## src/rtl/aes_key_expand_multi.sv

```systemverilog
// Iterative AES-128/192/256 key schedule: one 32-bit word per cycle, round keys streamed
// over valid/ready. SubWord is performed by an external combinational S-box via sub_o/sub_i.
module aes_key_expand_multi #(
   parameter int unsigned MAX_KEY_BITS = 256,
   parameter int unsigned RK_W         = 128
) (
   input  logic            clk,
   input  logic            nrst,
   input  logic            start,
   input  logic [1:0]      mode,
   input  logic [255:0]    key_i,
   output logic            busy,
   output logic            err,
   output logic [31:0]     sub_o,
   input  logic [31:0]     sub_i,
   output logic            rk_valid,
   input  logic            rk_ready,
   output logic [RK_W-1:0] rk_o,
   output logic [3:0]      rk_idx,
   output logic            rk_last
);

   typedef enum logic [1:0] {StIdle, StRun, StDrain} state_e;

   state_e            state_q, state_d;
   logic [1:0]        mode_q, mode_d;
   logic [7:0][31:0]  key_q, key_d;
   logic [5:0]        i_q, i_d;
   logic [2:0]        ph_q, ph_d;
   logic [7:0]        rcon_q, rcon_d;
   logic [7:0][31:0]  win_q, win_d;
   logic [2:0][31:0]  col_q, col_d;
   logic [1:0]        cnt_q, cnt_d;
   logic [RK_W-1:0]   rk_q, rk_d;
   logic              rk_valid_q, rk_valid_d;
   logic [3:0]        rk_idx_q, rk_idx_d;
   logic              rk_last_q, rk_last_d;
   logic              err_q, err_d;

   logic [3:0]  nk;
   logic [5:0]  last_i;
   logic [31:0] w_nk;
   logic [31:0] w_prev;
   logic [31:0] word;
   logic        from_key;
   logic        rot_sel;
   logic        pass_sel;
   logic        mode_ok;
   logic        accept;
   logic        stall;

   always_comb begin
      mode_ok = 1'b0;
      unique case (mode)
         2'd0:    mode_ok = (MAX_KEY_BITS >= 32'd128);
         2'd1:    mode_ok = (MAX_KEY_BITS >= 32'd192);
         2'd2:    mode_ok = (MAX_KEY_BITS >= 32'd256);
         default: mode_ok = 1'b0;
      endcase
   end

   // w[i-Nk] sits at window slot Nk-1 because slot 0 always holds w[i-1].
   always_comb begin
      nk     = 4'd8;
      last_i = 6'd59;
      w_nk   = win_q[7];
      unique case (mode_q)
         2'd0: begin
            nk     = 4'd4;
            last_i = 6'd43;
            w_nk   = win_q[3];
         end
         2'd1: begin
            nk     = 4'd6;
            last_i = 6'd51;
            w_nk   = win_q[5];
         end
         default: begin
            nk     = 4'd8;
            last_i = 6'd59;
            w_nk   = win_q[7];
         end
      endcase
   end

   always_comb begin
      w_prev   = win_q[0];
      from_key = (i_q < 6'(nk));
      rot_sel  = (state_q == StRun) && !from_key && (ph_q == 3'd0);
      pass_sel = (state_q == StRun) && !from_key && (mode_q == 2'd2) && (ph_q == 3'd4);
      sub_o    = 32'h0;
      if (rot_sel) begin
         sub_o = {w_prev[23:0], w_prev[31:24]};
      end else if (pass_sel) begin
         sub_o = w_prev;
      end
      word = w_nk ^ w_prev;
      if (from_key) begin
         word = key_q[3'd7 - i_q[2:0]];
      end else if (rot_sel) begin
         word = w_nk ^ sub_i ^ {rcon_q, 24'h0};
      end else if (pass_sel) begin
         word = w_nk ^ sub_i;
      end
   end

   always_comb begin
      state_d    = state_q;
      mode_d     = mode_q;
      key_d      = key_q;
      i_d        = i_q;
      ph_d       = ph_q;
      rcon_d     = rcon_q;
      win_d      = win_q;
      col_d      = col_q;
      cnt_d      = cnt_q;
      rk_d       = rk_q;
      rk_valid_d = rk_valid_q;
      rk_idx_d   = rk_idx_q;
      rk_last_d  = rk_last_q;
      err_d      = 1'b0;

      accept = rk_valid_q && rk_ready;
      // Only the 4th word needs the output register; words 1-3 can always land in the collector.
      stall  = (cnt_q == 2'd3) && rk_valid_q && !rk_ready;

      if (accept) begin
         rk_valid_d = 1'b0;
      end

      unique case (state_q)
         StIdle: begin
            if (start) begin
               if (mode_ok) begin
                  key_d   = key_i;
                  mode_d  = mode;
                  i_d     = 6'd0;
                  ph_d    = 3'd0;
                  rcon_d  = 8'h01;
                  cnt_d   = 2'd0;
                  state_d = StRun;
               end else begin
                  err_d = 1'b1;
               end
            end
         end
         StRun: begin
            if (!stall) begin
               win_d = {win_q[6:0], word};
               i_d   = i_q + 6'd1;
               ph_d  = ({1'b0, ph_q} == nk - 4'd1) ? 3'd0 : ph_q + 3'd1;
               if (rot_sel) begin
                  rcon_d = {rcon_q[6:0], 1'b0} ^ (rcon_q[7] ? 8'h1b : 8'h00);
               end
               if (cnt_q == 2'd3) begin
                  rk_d       = {col_q[0], col_q[1], col_q[2], word};
                  rk_valid_d = 1'b1;
                  rk_idx_d   = i_q[5:2];
                  rk_last_d  = (i_q == last_i);
                  cnt_d      = 2'd0;
                  if (i_q == last_i) begin
                     state_d = StDrain;
                  end
               end else begin
                  col_d[cnt_q] = word;
                  cnt_d        = cnt_q + 2'd1;
               end
            end
         end
         StDrain: begin
            if (accept) begin
               state_d = StIdle;
            end
         end
         default: begin
            state_d = StIdle;
         end
      endcase
   end

   always_ff @(posedge clk) begin
      if (!nrst) begin
         state_q    <= StIdle;
         mode_q     <= 2'd0;
         key_q      <= '0;
         i_q        <= 6'd0;
         ph_q       <= 3'd0;
         rcon_q     <= 8'h01;
         win_q      <= '0;
         col_q      <= '0;
         cnt_q      <= 2'd0;
         rk_q       <= '0;
         rk_valid_q <= 1'b0;
         rk_idx_q   <= 4'd0;
         rk_last_q  <= 1'b0;
         err_q      <= 1'b0;
      end else begin
         state_q    <= state_d;
         mode_q     <= mode_d;
         key_q      <= key_d;
         i_q        <= i_d;
         ph_q       <= ph_d;
         rcon_q     <= rcon_d;
         win_q      <= win_d;
         col_q      <= col_d;
         cnt_q      <= cnt_d;
         rk_q       <= rk_d;
         rk_valid_q <= rk_valid_d;
         rk_idx_q   <= rk_idx_d;
         rk_last_q  <= rk_last_d;
         err_q      <= err_d;
      end
   end

   assign busy     = (state_q != StIdle);
   assign err      = err_q;
   assign rk_valid = rk_valid_q;
   assign rk_o     = rk_q;
   assign rk_idx   = rk_idx_q;
   assign rk_last  = rk_last_q;

endmodule

```

## config.mk

```make
export PLATFORM = sky130hd
export DESIGN_NAME = aes_key_expand_multi
export DESIGN_NICKNAME = d
export VERILOG_FILES = /design/src/rtl/aes_key_expand_multi.sv
export SDC_FILE = /design/constraint.sdc
export NUM_CORES = 2
export LEC_CHECK = 0
export BUFFER_PORTS_ARGS = -buffer_cell sky130_fd_sc_hd__buf_4
export CAP_MARGIN = 20
export CORE_MARGIN = 2
export CORE_UTILIZATION = 50
export DETAILED_ROUTE_END_ITERATION = 12
export PLACE_DENSITY = 0.71
export SLEW_MARGIN = 15
export SYNTH_ARGS = -nofsm -noshare
export SYNTH_HDL_FRONTEND = slang
export SYNTH_SLANG_ARGS = --single-unit
```

## constraint.sdc

```tcl
create_clock -name clk -period 7.85 [get_ports clk]
set_input_delay 1.9625 -clock clk [delete_from_list [all_inputs] [get_ports clk]]
set_output_delay 1.9625 -clock clk [all_outputs]
set_load 0.02 [all_outputs]
```

==> metrics.yaml <==
run_status:
  status: "finished clean"
sta:
  slew_headroom_pct: 14.48
  fin_worst_skew_ps: 18.74
  min_period_ps: 5158
  drv_slew: 0
  timing.hold.ws_ps: 456.8
  timing.setup.tns_ps: 0
  tightest_slew_ps: 1283
  max_freq_mhz: 193.9
  finalSetupViolations: 0
  rsz0062_at_grt: "false"
  setup_ws_ps: 2692
  post-route-period-util_pct: 65.71
  hold_violations: 0
drt:
  postRouteAntennaNets: 0
  wl_per_cell_um: 19.74
  drc: 0
  drt-vias-per-instance: 5.397
  drt_iter0_markers: 2470
  vias: 26380
  drt_pass1_iterations: 6
  drt_wl_total_um: 96470
grt:
  overflow: 0
  grt_pass1_wl_um: 144200
  grt_usage_pct: 27.99
  grt_max_degree: 275
  antenna_found_initial: 19
  grt_pass1_vias: 24070
floorplanning:
  core_mm2: 0.06331
  die_h_um: 257.6
  die_area_mm2: 0.06637
  fp-row-count: 92
  initial_utilization_pct: 50.80
  ios: 462
  die_w_um: 257.6
setup_path:
  crit_fanout: 68
  cp-end-kind: "output port"
  crit_path_top_delay_cell: "buf_4"
  critPathKind: "register to output port"
  cpPeakStageDelay_ps: 610
  crit_arrival_ps: 3200
  crit_chain: "buf_4, or4_1, a21o_1, nand2_2, nor3_2, buf_4, a22o_1, buf_4"
  start_kind: "register"
  required_ps: 5890
  crit_top_cell: "buf_4"
logic_synthesis:
  synth_seq_cells: 766
  yosysSeqAreaShare_pct: 47.68
  yosys.cell_types.count: 55
  syn_nets: 3999
  synth-edff-count: 0
  syn_avg_cell_area_um2: 8.700
  syn-cell-area_mm2: 0.03216
  ys_async_sr_fraction_pct: 0
  synth_cells: 3697
  synthFlopType: "dfxtp_1"
  yosys_warnings: 0
clocking:
  ctsResizeCount: 0
  hold_buffers: 0
  post_cts_buffers: 0
  cts_root_buffer: "clkbuf_16"
  cts_buffer_depth: 3
  clkTransAtPathRegs_ps: 60
  cts_buffers: 81
  worst_skew_pair.late_latency_ps: 630
  clock_sinks: 766
  cts_tree: "yes"
  htreeDepth: 3
pwr:
  power.total_mw: 8.685
  p_clk_share_pct: 44.8
  p_sw_mw: 2.102
  ir_drop_mv: 0.1627
  swShare_pct: 24.21
  pwr-share-seq_pct: 46.9
  power_frac_comb_pct: 8.3
  power.density_mw_per_mm2: 225.4
  p_int_mw: 6.583
  p_leak_nw: 14.01
finish:
  stdcell_count: 4888
  fin_area_mm2: 0.03853
  fin_nets: 4267
  drive_gt1_share_pct: 18.08
  finalCoreUtilization_pct: 60.86
  area_growth_syn_to_layout_pct: 19.81
placed_design:
  dpl_cell_area_mm2: 0.03577
  pre_cts_ws_ps: 2884
  hpwl_um: 64800
  numPortBuffers: 461
  routabilityCongestion: 0.8488
  dpl.cell_count: 4728
hold_path:
  hold_class: "register to register"
job:
  cap_violations: 0
-- state kept, by name, indices dropped and copies added, names as in the netlist --
| register | count |
|---|---|
| rk_last | 1 |
| col_q | 96 |
| i_q | 6 |
| rk_idx | 4 |
| ph_q | 3 |
| rk_valid | 1 |
| rcon_q | 8 |
| w_prev | 32 |
| err | 1 |
| mode_q | 2 |
| key_q | 256 |
| state_q | 2 |
| rk_o | 128 |
| cnt_q | 2 |
| win_q | 224 |
-- area by class of cell --
type | count | area, um2
Clock inverter | 29 | 329.1
Inverter | 9 | 33.78
Sequential cell | 766 | 15350
Fill cell | 5677 | 24780
Multi-Input combinational cell | 2614 | 15560
Tap cell | 846 | 1059
Antenna cell | 11 | 27.53
Clock buffer | 120 | 2407
Timing Repair Buffer | 493 | 3771
-- metal layers --
metal  track usage, %  share of wire, %  up-vias
met1            36.14                42    12350
li1                 -                 -    13030
met5                0              0.11        -
met3            6.802               7.5      195
met4            13.54               4.6       16
met2            44.03                46      796
-- power by group through the flow --
stage                     Clock (mW)  Sequential [mW]  Combinational, mW
after global placement             0             4.15              0.715
after CTS                       3.95             4.07              0.720
final                           3.89             4.07              0.723
after floorplan                    0             4.12              0.440
after detailed placement           0             4.16              0.718
after global routing            4.10             4.08              0.779
-- layout by cell type, fill, tap and decap left out, types with 3 or more instances in the layout --
| cell type | Yosys | routed |
|---|---|---|
| nand2_1 | 1208 | 1207 |
| dfxtp_1 | 766 | 761 |
| a21boi_0 | 585 | 585 |
| buf_4 | 8 | 487 |
| o21ai_0 | 189 | 189 |
| a21oi_1 | 146 | 145 |
| mux2i_1 | 88 | 88 |
| clkbuf_16 | 0 | 84 |
| mux4_2 | 64 | 64 |
| nor2_1 | 48 | 47 |
| xnor2_1 | 44 | 44 |
| a32oi_1 | 39 | 39 |
| xor2_1 | 35 | 35 |
| a22o_1 | 32 | 32 |
| clkbuf_1 | 199 | 19 |
| clkinv_2 | 0 | 17 |
| clkbuf_8 | 0 | 17 |
| mux2_2 | 15 | 15 |
| a22oi_1 | 14 | 14 |
| nand3_1 | 13 | 12 |
| nor2b_1 | 12 | 12 |
| diode_2 | 0 | 11 |
| o21ai_1 | 10 | 10 |
| inv_1 | 8 | 8 |
| ha_1 | 8 | 8 |
| a221o_1 | 7 | 7 |
| and3_1 | 7 | 6 |
| a21oi_2 | 6 | 6 |
| and2_1 | 2 | 5 |
| nor3_1 | 6 | 5 |
| bufinv_16 | 0 | 5 |
| buf_12 | 0 | 5 |
| nand2b_1 | 4 | 4 |
| clkinvlp_4 | 0 | 3 |
| dfxtp_4 | 0 | 3 |
-- final timing paths --
path,startpoint,to,slack (ps),cells after the start
max,mode_q[1],sub_o[5],2690,8
min,col_q[34],rk_o[66],460,2
max reg2reg,i_q[0],w_prev[11],3880,6
min reg2reg,col_q[34],rk_o[66],460,2
-- kinds of logic (layout without fill, tap and decap cells) --
| group | Yosys count | in the layout | synth area share (%) |
|---|---|---|---|
| AND/OR/NAND/NOR | 1314 | 1314 | 15.75 |
| AO/OA/AOI/OAI | 1046 | 1046 | 22.22 |
| flip-flops | 766 | 766 | 47.68 |
| buffers and inverters | 317 | 651 | 4.147 |
| multiplexers | 167 | 167 | 7.746 |
| XOR/XNOR | 79 | 79 | 2.151 |
| adder cells (fa/ha/maj) | 8 | 8 | 0.3112 |
| other | 0 | 11 | 0 |
-- cells in the mapped netlist (all sizes together) (32+ instances only) --
cell type | count | area [um2]
a21boi | 587 | 4407
a21oi | 153 | 799.5
a22o | 32 | 280.3
a32oi | 39 | 341.6
buf | 108 | 548.0
clkbuf | 200 | 752.0
dfxtp | 766 | 15330
mux2i | 88 | 880.8
mux4 | 64 | 1441
nand2 | 1209 | 4541
nor2 | 48 | 180.2
o21ai | 202 | 1030
xnor2 | 44 | 385.4
xor2 | 35 | 306.5
-- critical path, delay by kind of cell (launching register included) --
kind / cells / cell delay, ps
AO/OA/AOI/OAI: 2 / 450
AND/OR/NAND/NOR: 3 / 600
buffers and inverters: 3 / 1190
flip-flops: 1 / 330
Power figures use the tool's default switching activity.
